[config.mk]
export PLATFORM = sky130hd
export DESIGN_NAME = cafe_sort_scheduler
export DESIGN_NICKNAME = d
export VERILOG_FILES = /design/src/rtl/cafe_pkg.sv /design/src/rtl/cafe_sort_scheduler_fifo.sv /design/src/rtl/cafe_sort_scheduler.sv
export SDC_FILE = /design/constraint.sdc
export NUM_CORES = 1
export LEC_CHECK = 0
export CORE_MARGIN = 2
export CORE_UTILIZATION = 53
export DETAILED_ROUTE_END_ITERATION = 10
export GPL_TIMING_DRIVEN = 0
export MAX_ROUTING_LAYER = met4
export PLACE_DENSITY = 0.75
export SYNTH_ARGS = -nofsm -noshare
export SYNTH_HDL_FRONTEND = slang
export SYNTH_SLANG_ARGS = --single-unit
export TNS_END_PERCENT = 20
[constraint.sdc]
create_clock -name clk -period 2.2 [get_ports clk]
set_input_delay 0.33 -clock clk [delete_from_list [all_inputs] [get_ports clk]]
set_output_delay 0.33 -clock clk [all_outputs]
set_load 0.02 [all_outputs]
[src/rtl/cafe_pkg.sv]
// Shared types, defaults and the grading rule for the coffee-bean sort scheduler.
package cafe_pkg;

    localparam int unsigned DefDepth  = 4;
    localparam int unsigned DefTravel = 8;
    localparam int unsigned DefPulse  = 3;

    typedef enum logic [1:0] {
        BAJA  = 2'd0,
        MEDIA = 2'd1,
        ALTA  = 2'd2
    } grade_e;

    typedef enum logic [1:0] {
        StIdle = 2'd0,
        StFire = 2'd1,
        StPop  = 2'd2
    } state_e;

    // Number of passed sensor checks decides the grade.
    function automatic grade_e grade_of(input logic tamano, input logic peso, input logic color);
        logic [1:0] passes;
        passes = {1'b0, tamano} + {1'b0, peso} + {1'b0, color};
        case (passes)
            2'd3:    return ALTA;
            2'd2:    return MEDIA;
            default: return BAJA;
        endcase
    endfunction

endpackage

[src/rtl/cafe_sort_scheduler_fifo.sv]
// In-order queue of beans on the belt; each entry carries its grade and remaining belt ticks.
module sort_fifo
    import cafe_pkg::*;
#(
    parameter int unsigned DEPTH  = DefDepth,
    parameter int unsigned TRAVEL = DefTravel
) (
    input  logic                    clk,
    input  logic                    reset,
    input  logic                    push,
    input  grade_e                  push_grade,
    input  logic                    pop,
    input  logic                    tick,
    output logic                    full,
    output logic                    empty,
    output logic [$clog2(DEPTH):0]  count,
    output grade_e                  head_grade,
    output logic                    head_due
);

    localparam int unsigned PtrW = $clog2(DEPTH);
    localparam logic [PtrW:0] FullCount = (PtrW + 1)'(DEPTH);
    localparam logic [7:0]    TravelLoad = 8'(TRAVEL);

    grade_e          grade_q [DEPTH];
    logic [7:0]      ticks_q [DEPTH];
    logic [PtrW-1:0] wr_ptr_q, rd_ptr_q;
    logic [PtrW:0]   count_q;

    logic do_push, do_pop;

    assign full    = (count_q == FullCount);
    assign empty   = (count_q == '0);
    assign count   = count_q;
    assign do_push = push && !full;
    assign do_pop  = pop && !empty;

    assign head_grade = grade_q[rd_ptr_q];
    // A head reaching zero on this tick counts as already due.
    assign head_due   = !empty &&
                        ((ticks_q[rd_ptr_q] == 8'd0) || (tick && ticks_q[rd_ptr_q] == 8'd1));

    always_ff @(posedge clk) begin
        if (reset) begin
            wr_ptr_q <= '0;
            rd_ptr_q <= '0;
            count_q  <= '0;
            for (int i = 0; i < int'(DEPTH); i++) begin
                ticks_q[i] <= 8'd0;
                grade_q[i] <= BAJA;
            end
        end else begin
            for (int i = 0; i < int'(DEPTH); i++) begin
                if (tick && ticks_q[i] != 8'd0) begin
                    ticks_q[i] <= ticks_q[i] - 8'd1;
                end
            end
            // The pushed slot is free, so loading TRAVEL overrides its decrement.
            if (do_push) begin
                ticks_q[wr_ptr_q] <= TravelLoad;
                grade_q[wr_ptr_q] <= push_grade;
                wr_ptr_q          <= wr_ptr_q + 1'b1;
            end
            if (do_pop) begin
                rd_ptr_q <= rd_ptr_q + 1'b1;
            end
            if (do_push && !do_pop) begin
                count_q <= count_q + 1'b1;
            end else if (!do_push && do_pop) begin
                count_q <= count_q - 1'b1;
            end
        end
    end

endmodule

[src/rtl/cafe_sort_scheduler.sv]
// Bean sort scheduler: queues graded beans and pulses the matching ejector gate on arrival.
// Optional per-grade ejection counters are built when CAFE_SORT_STATS_EN is defined.
module cafe_sort_scheduler
    import cafe_pkg::*;
#(
    parameter int unsigned DEPTH  = DefDepth,
    parameter int unsigned TRAVEL = DefTravel,
    parameter int unsigned PULSE  = DefPulse
) (
    input  logic                    clk,
    input  logic                    reset,
    input  logic                    bean_valid,
    output logic                    bean_ready,
    input  logic                    sensor_tamano,
    input  logic                    sensor_peso,
    input  logic                    sensor_color,
    input  logic                    belt_tick,
    output logic                    gate_baja,
    output logic                    gate_media,
    output logic                    gate_alta,
    output logic                    busy,
    output logic                    overflow,
    output logic [$clog2(DEPTH):0]  in_transit
`ifdef CAFE_SORT_STATS_EN
    ,
    output logic [7:0]              cnt_baja,
    output logic [7:0]              cnt_media,
    output logic [7:0]              cnt_alta
`endif
);

    localparam logic [3:0] PulseLast = 4'(PULSE - 1);

    state_e     state_q, state_d;
    logic [3:0] pulse_q, pulse_d;
    logic [2:0] gate_q, gate_d;
    logic       overflow_q;

    logic   full, empty, head_due, push, pop;
    grade_e head_grade;

    assign bean_ready = !full;
    assign push       = bean_valid && !full;
    assign pop        = (state_q == StPop);

    sort_fifo #(
        .DEPTH  (DEPTH),
        .TRAVEL (TRAVEL)
    ) u_fifo (
        .clk        (clk),
        .reset      (reset),
        .push       (push),
        .push_grade (grade_of(sensor_tamano, sensor_peso, sensor_color)),
        .pop        (pop),
        .tick       (belt_tick),
        .full       (full),
        .empty      (empty),
        .count      (in_transit),
        .head_grade (head_grade),
        .head_due   (head_due)
    );

    always_comb begin
        state_d = state_q;
        pulse_d = pulse_q;
        gate_d  = 3'b000;
        unique case (state_q)
            StIdle: begin
                if (head_due) begin
                    state_d = StFire;
                    pulse_d = 4'd0;
                end
            end
            StFire: begin
                if (pulse_q == PulseLast) begin
                    state_d = StPop;
                end else begin
                    pulse_d = pulse_q + 4'd1;
                end
            end
            StPop:   state_d = StIdle;
            default: state_d = StIdle;
        endcase
        // Gate register tracks the FIRE state exactly, so it is high for PULSE cycles.
        if (state_d == StFire) begin
            unique case (head_grade)
                BAJA:    gate_d = 3'b001;
                MEDIA:   gate_d = 3'b010;
                ALTA:    gate_d = 3'b100;
                default: gate_d = 3'b000;
            endcase
        end
    end

    always_ff @(posedge clk) begin
        if (reset) begin
            state_q    <= StIdle;
            pulse_q    <= 4'd0;
            gate_q     <= 3'b000;
            overflow_q <= 1'b0;
        end else begin
            state_q <= state_d;
            pulse_q <= pulse_d;
            gate_q  <= gate_d;
            if (bean_valid && full) begin
                overflow_q <= 1'b1;
            end
        end
    end

    assign gate_baja  = gate_q[0];
    assign gate_media = gate_q[1];
    assign gate_alta  = gate_q[2];
    assign overflow   = overflow_q;
    assign busy       = (in_transit != '0) || (state_q != StIdle);

`ifdef CAFE_SORT_STATS_EN
    logic [7:0] cnt_baja_q, cnt_media_q, cnt_alta_q;
    logic       enter_pop;

    assign enter_pop = (state_q == StFire) && (state_d == StPop);

    always_ff @(posedge clk) begin
        if (reset) begin
            cnt_baja_q  <= 8'd0;
            cnt_media_q <= 8'd0;
            cnt_alta_q  <= 8'd0;
        end else if (enter_pop) begin
            if (head_grade == BAJA && cnt_baja_q != 8'hff) cnt_baja_q <= cnt_baja_q + 8'd1;
            if (head_grade == MEDIA && cnt_media_q != 8'hff) cnt_media_q <= cnt_media_q + 8'd1;
            if (head_grade == ALTA && cnt_alta_q != 8'hff) cnt_alta_q <= cnt_alta_q + 8'd1;
        end
    end

    assign cnt_baja  = cnt_baja_q;
    assign cnt_media = cnt_media_q;
    assign cnt_alta  = cnt_alta_q;
`endif

endmodule

# After elaboration in Yosys (flattened, before gate mapping)
# Memories as Yosys holds them, arrays and structs flattened. A register that Yosys moved wholly into a read port is not among the register bits.
# Index checks and enable logic that the tools add are counted.
# W data, S select, Z words.
dict set report classes {
  mux 38
  n_addsub 11
  bitwise_logic 5
  n_reduce_logical 33
  n_eq_ne 12
}
# op count
set ops {}
lappend ops {{$mux W8} 4}
lappend ops {{$reduce_bool A8 Y1} 4}
lappend ops {{$sub A8 B1 Y8 const B} 4}
lappend ops {{$mux W1} 18}
lappend ops {{$mux W2} 8}
lappend ops {{$logic_and A1 B1 Y1} 12}
lappend ops {{$pmux W3 S3} 1}
lappend ops {{$eq A2 B2 Y1 const B} 4}
lappend ops {{$eq A8 B1 Y1 const B} 1}
lappend ops {{$logic_not A8 Y1} 1}
lappend ops {{$mux W4} 2}
lappend ops {{$pmux W2 S2} 2}
lappend ops {{$pmux W4 S2} 1}
lappend ops {{$eq A2 B1 Y1 const B} 3}
lappend ops {{$mux W3} 2}
lappend ops {{$reduce_bool A2 Y1} 3}
lappend ops {{$add A2 B1 Y2 const B} 2}
lappend ops {{$add A4 B1 Y4 const B} 1}
lappend ops {{$eq A4 B2 Y1 const B} 1}
lappend ops {{$logic_not A1 Y1} 4}
lappend ops {{$logic_not A2 Y1} 2}
lappend ops {{$ne A2 B2 Y1 const B} 2}
lappend ops {{$or A1 B1 Y1} 4}
lappend ops {{$reduce_or A2 Y1} 2}
lappend ops {{10 further kinds} 11}
dict set report totals {
  input_bits 7
  ff_bits 17
  wordCells 108
  n_memories 2
  ramBits 40
}
# name depth width rd rd_ports_with_merged_regs write_ports line_no
set mem_list {}
lappend mem_list {u_fifo.ticks_q 4 8 5 1 5 cafe_sort_scheduler_fifo.sv:26} ;# logic [7:0] ticks_q [DEPTH];
lappend mem_list {u_fifo.grade_q 4 2 1 1 4 cafe_sort_scheduler_fifo.sv:25} ;# grade_e grade_q [DEPTH];

# Longest topological paths before layout
dict set report logic_depth {
  ltp_word 9
  ltp_mapped 11
  ltp_nobuf 10
}

# Modules after synthesis
# From an unflattened synthesis, not the netlist that was laid out.
dict set report unflattened {
  cells_unflattened 319
  hier_area_um2 3032.9
}
# mod area_per_inst_um2 cells_per_inst n_inst seq_area_each_um2
set modules_own_cells {}
lappend modules_own_cells {sort_fifo 2562.5 269 1 1061.0}
lappend modules_own_cells {cafe_sort_scheduler 470.5 50 1 200.2}

# Worst setup path before layout
# Ideal clock, no wire load.
dict set report synth_timing {
  path_kind {register -> register}
  start {register u_fifo.count_q[0] (netlist: u_fifo.count[0])}
  end {register u_fifo.count_q[2] (netlist: u_fifo.count[2])}
  required_ns 2.130
  stages_incl_launch_ff 12
  arrival_time_ns 2.592
  setup_time_ns 0.070
  slack_ns -0.462
  path_cell_list {dfxtp_1 nor2_1 nand2_1 nand2_1 inv_1 buf_1 ha_1 inv_1 fa_1 xor2_1 or3_1 a21oi_1}
}
dict set report synth_between {
  elab_chain_cells 7
}
# element line_no
set synth_rtl {}
lappend synth_rtl {{from (decl)} cafe_sort_scheduler_fifo.sv:28} ;# logic [PtrW:0] count_q;
lappend synth_rtl {{from (signal assigned)} cafe_sort_scheduler_fifo.sv:68} ;# count_q <= count_q + 1'b1;
lappend synth_rtl {{from (signal assigned)} cafe_sort_scheduler_fifo.sv:70} ;# count_q <= count_q - 1'b1;
lappend synth_rtl {{$eq A3 B3 Y1 *} cafe_sort_scheduler_fifo.sv:32} ;# assign full = (count_q == FullCount);
lappend synth_rtl {{$logic_not A1 Y1 *} --}
lappend synth_rtl {{net bean_ready} cafe_sort_scheduler.sv:13} ;# output logic bean_ready,
lappend synth_rtl {{$logic_and A1 B1 Y1} cafe_sort_scheduler.sv:43} ;# assign push = bean_valid && !full;
lappend synth_rtl {{$logic_and A1 B1 Y1 *} cafe_sort_scheduler_fifo.sv:35} ;# assign do_push = push && !full;
lappend synth_rtl {{net u_fifo.do_push} cafe_sort_scheduler_fifo.sv:30} ;# logic do_push, do_pop;
lappend synth_rtl {{$logic_not A1 Y1} cafe_sort_scheduler_fifo.sv:69} ;# end else if (!do_push && do_pop) begin
lappend synth_rtl {{$logic_and A1 B1 Y1} cafe_sort_scheduler_fifo.sv:69}
lappend synth_rtl {{$reduce_bool A2 Y1 (no line)} --}
# Mark *: on every way through the listed nets, which the timed path passes. The rest lies on a longest branch. The select of a mux whose other input is x is not followed.
# A chain may end at the register's enable or synchronous reset.

# Final worst setup path
dict set report layout_timing {
  start {register u_fifo.count_q[0] (netlist: u_fifo.count[0])}
  end {register u_fifo.count_q[2] (netlist: u_fifo.count[2])}
}
dict set report layout_between {
  elab_chain_cells 7
}
# element
set layout_rtl {}
lappend layout_rtl {{parallel branches: the longest is 7 deep, another holds $sub A3 B1 Y3}}
# Several ways; the timed one is not identified. The select of a mux whose other input is x is not followed.

==> results.sh <==
export IMPL_intPower_uw=2950
export IMPL_ys_types=45
export IMPL_grt_busiest_layer="met2"
export IMPL_dr_pass1_iters=4
export IMPL_grt_pass1_wl_um=9200
export IMPL_leakage_uw=0.00131
export IMPL_antenna_cells=0
export IMPL_status="complete, no violations"
export IMPL_synthTopCellsByArea="dfxtp_1 36%, edfxtp_1 8.4%, xor2_1 7.3%"
export IMPL_hold_violations=0
export IMPL_use_met1_pct=25.1
export IMPL_yosysTopAreaCell="dfxtp_1"
export IMPL_power_density_mw_per_mm2=1410
export IMPL_drc=0
export IMPL_syn_nets=325
export IMPL_cts_hold_buf=0
export IMPL_worstSetupStartpointType="flop"
export IMPL_layout_commonest_cell="nor2_1"
export IMPL_cp_depth=10
export IMPL_io_pins=16
export IMPL_p_switching_uw=1850
export IMPL_wl_per_cell_um=12.8
export IMPL_setup_viol=0
export IMPL_met3_usage_pct=3.95
export IMPL_numPortBuffers=14
export IMPL_rows=26
export IMPL_reg2reg_slack_ps=100
export IMPL_hold_path_class="in -> reg"
export IMPL_grt_pass1_vias=2094
export IMPL_grt_use_total_pct=19.7
export IMPL_htreeDepth=3
export IMPL_maxCapViolCount=0
export IMPL_die_h_um=77.6
export IMPL_antenna_found_initial=0
export IMPL_syn_inst=301
export IMPL_fin_crit_ps=2100
export IMPL_final_area_mm2=0.00339
export IMPL_crit_chain="buf_4, nor3_2, nor3b_2, inv_1, ha_4, inv_1, fa_1, xor2_1, or3_1, a21oi_1"
export IMPL_clock_path_buffers=2
export IMPL_path_clk_slew_ps=70
export IMPL_clock_skew_final_ps=7.72
export IMPL_tightest_slew_ps=747
export IMPL_synth_seq_cells=59
export IMPL_slew_headroom_pct=50.0
export IMPL_fin_crit_sh_pct=95.7
export IMPL_wirelength_um=5170
export IMPL_grt_remaining_overflow=0
export IMPL_synthFlopType="dfxtp_1"
export IMPL_r2r_cells=10
export IMPL_crit_path_start="u_fifo.count[0]$_SDFFE_PP0P_"
export IMPL_initial_utilization_pct=55.6
export IMPL_drtIter0Drc=126
export IMPL_maxSlewViolCount=0
export IMPL_fill_cells=439
export IMPL_cts_tree="yes"
export IMPL_drive_gt1_share_pct=13.7
export IMPL_pwr_share_seq_pct=36.6
export IMPL_vdd_ir_drop_max_v=0.000603
export IMPL_synthToLayoutAreaGrowth_pct=18.1
export IMPL_p_sw_share_pct=38.5
export IMPL_synth_top_area_share_pct=35.5
export IMPL_combPwrFrac_pct=41.5
export IMPL_grt_max_degree=11
export IMPL_clock_latency_ps=330
export IMPL_cp_arrival_ps=2370
export IMPL_slowest_stage="fa_1"
export IMPL_place_area_mm2=0.00312
export IMPL_clkPwrFrac_pct=21.8
export IMPL_layout_cells_non_filler=405
export IMPL_cp_max_fo=4
export IMPL_via_per_inst=5.29
export IMPL_hp_start="reset"
export IMPL_fmax_ghz=0.475
export IMPL_crit_required_ps=2460
export IMPL_placed_cells=385
export IMPL_criticalPathCategory="reg -> reg"
export IMPL_fp_dieW_um=77.6
export IMPL_timing_rr_start="u_fifo.count[0]$_SDFFE_PP0P_"
export IMPL_end_kind="flop"
export IMPL_worst_path_most_repeated_cell="inv_1"
export IMPL_synth_enable_flop_cells=8
export IMPL_yosysSeqAreaShare_pct=43.9
export IMPL_met2_usage_pct=29.7
export IMPL_syn_area_per_cell_um2=9.55
export IMPL_crit_family="simple AND/OR/NAND/NOR gates"
export IMPL_hpwl_um=3680
export IMPL_die_area_mm2=0.00603
export IMPL_globalplace_congestion=0.779
export IMPL_async_reset_ff_share_pct=0
export IMPL_most_common_layout_cells="55 x nor2_1, 49 x dfxtp_1, 24 x xor2_1, 22 x nand2_1, 16 x inv_1"
export IMPL_core_area_mm2=0.00517
export IMPL_critical_path_buf_inv_count=3
export IMPL_yosysWarnings=0
export IMPL_cts_root_buffer="clkbuf_8"
export IMPL_dr_total_vias=2144
export IMPL_cpPeakStageDelay_ps=380
export IMPL_hold_path_depth=3
export IMPL_final_net_count=354
export IMPL_postRouteAntennaNets=0
export IMPL_clock_sinks=59
export IMPL_cts_buffers=9
export IMPL_synth_area_mm2=0.00287
-- Yosys cell counts, types with 3 or more instances --
master,instances
a211oi_1,4
a21o_1,4
a21oi_1,11
a31oi_1,3
clkbuf_1,3
dfxtp_1,51
edfxtp_1,8
ha_1,15
inv_1,17
nand2_1,24
nand3_1,10
nand4b_1,4
nor2_1,55
nor3_1,10
nor4_1,5
nor4b_1,3
xnor2_1,8
xor2_1,24
-- timing repair --
action | CTS | global route
gates resized for setup | 4 | 4
setup buffers | 1 | 3
endpoints found under the setup margin | 1 | 1
-- path summary, 6_finish.rpt --
kind | endpoint
setup / recovery | u_fifo.count[2]$_SDFFE_PP0P_
hold / removal | pulse_q[1]$_SDFFE_PP0P_
setup reg to reg | u_fifo.count[2]$_SDFFE_PP0P_
hold reg to reg | overflow$_SDFFE_PP0P_
-- state kept, by name, indices dropped and copies added, names as in the netlist, named ones only --
name / cells
u_fifo.ticks_q: 32
u_fifo.count: 3
u_fifo.wr_ptr_q: 2
state_q: 2
u_fifo.grade_q: 8
gate_q: 3
overflow: 1
u_fifo.rd_ptr_q: 2
pulse_q: 4
-- area by class of cell --
type	count	area (um2)	area share, %
Buffer	6	35.0	1.03
Sequential cell	59	1270	37.4
Multi-Input combinational cell	219	1560	45.9
Inverter	17	66.3	1.95
Timing Repair Buffer	18	170	5.01
Clock buffer	10	128	3.76
Clock inverter	6	80.1	2.36
Tap cell	70	87.6	2.58
-- power by group through the flow --
stage               sequential (uW)  combinational, uW  clock [uW]
global placement               1770               1890           0
global route                   1810               2260        1110
detailed placement             1780               1940           0
CTS                            1760               1970        1070
finish                         1760               1990        1050
floorplan                      1730               1560           0
-- per-stage QoR --
stage | hold slack [ps] | setup slack (ps) | utilization, % | setup TNS, ps | power [uW]
floorplan | 452 | 33.0 | - | 0 | 3300
global placement | 455 | -330 | 60.3 | -799 | 3660
detailed placement | 461 | -375 | 60.3 | -916 | 3720
CTS | 460 | 34.4 | 64.7 | 0 | 4800
global route | 505 | -14.4 | 65.6 | -14.4 | 5180
finish | 467 | 95.3 | 65.6 | 0 | 4800
-- cells by family (layout without fill, tap and decap cells) --
logic type / Yosys count / in the layout / share of synthesized area (%)
flops: 59 / 59 / 43.9
buf+inv: 23 / 57 / 3.05
mux: 6 / 6 / 3.05
fa+ha+maj: 17 / 17 / 7.92
simple gates: 129 / 129 / 22.9
compound gates: 35 / 35 / 9.45
xor+xnor: 32 / 32 / 9.75
-- worst reg2reg max path, cell delays in order (launching register included) --
cell     delay, ps
dfxtp_4        350
buf_4          140
nor3_2         160
nor3b_2        100
inv_1          100
ha_4           150
inv_1           50
fa_1           380
xor2_1         170
or3_1          300
a21oi_1        140
-- metal layers --
metal  vias to the layer above  wire length, um
met4                         0              117
met3                         9              148
met2                        34             2320
met1                      1000             2580
met5                         -                0
li1                       1101                -
Power figures use the tool's default switching activity.
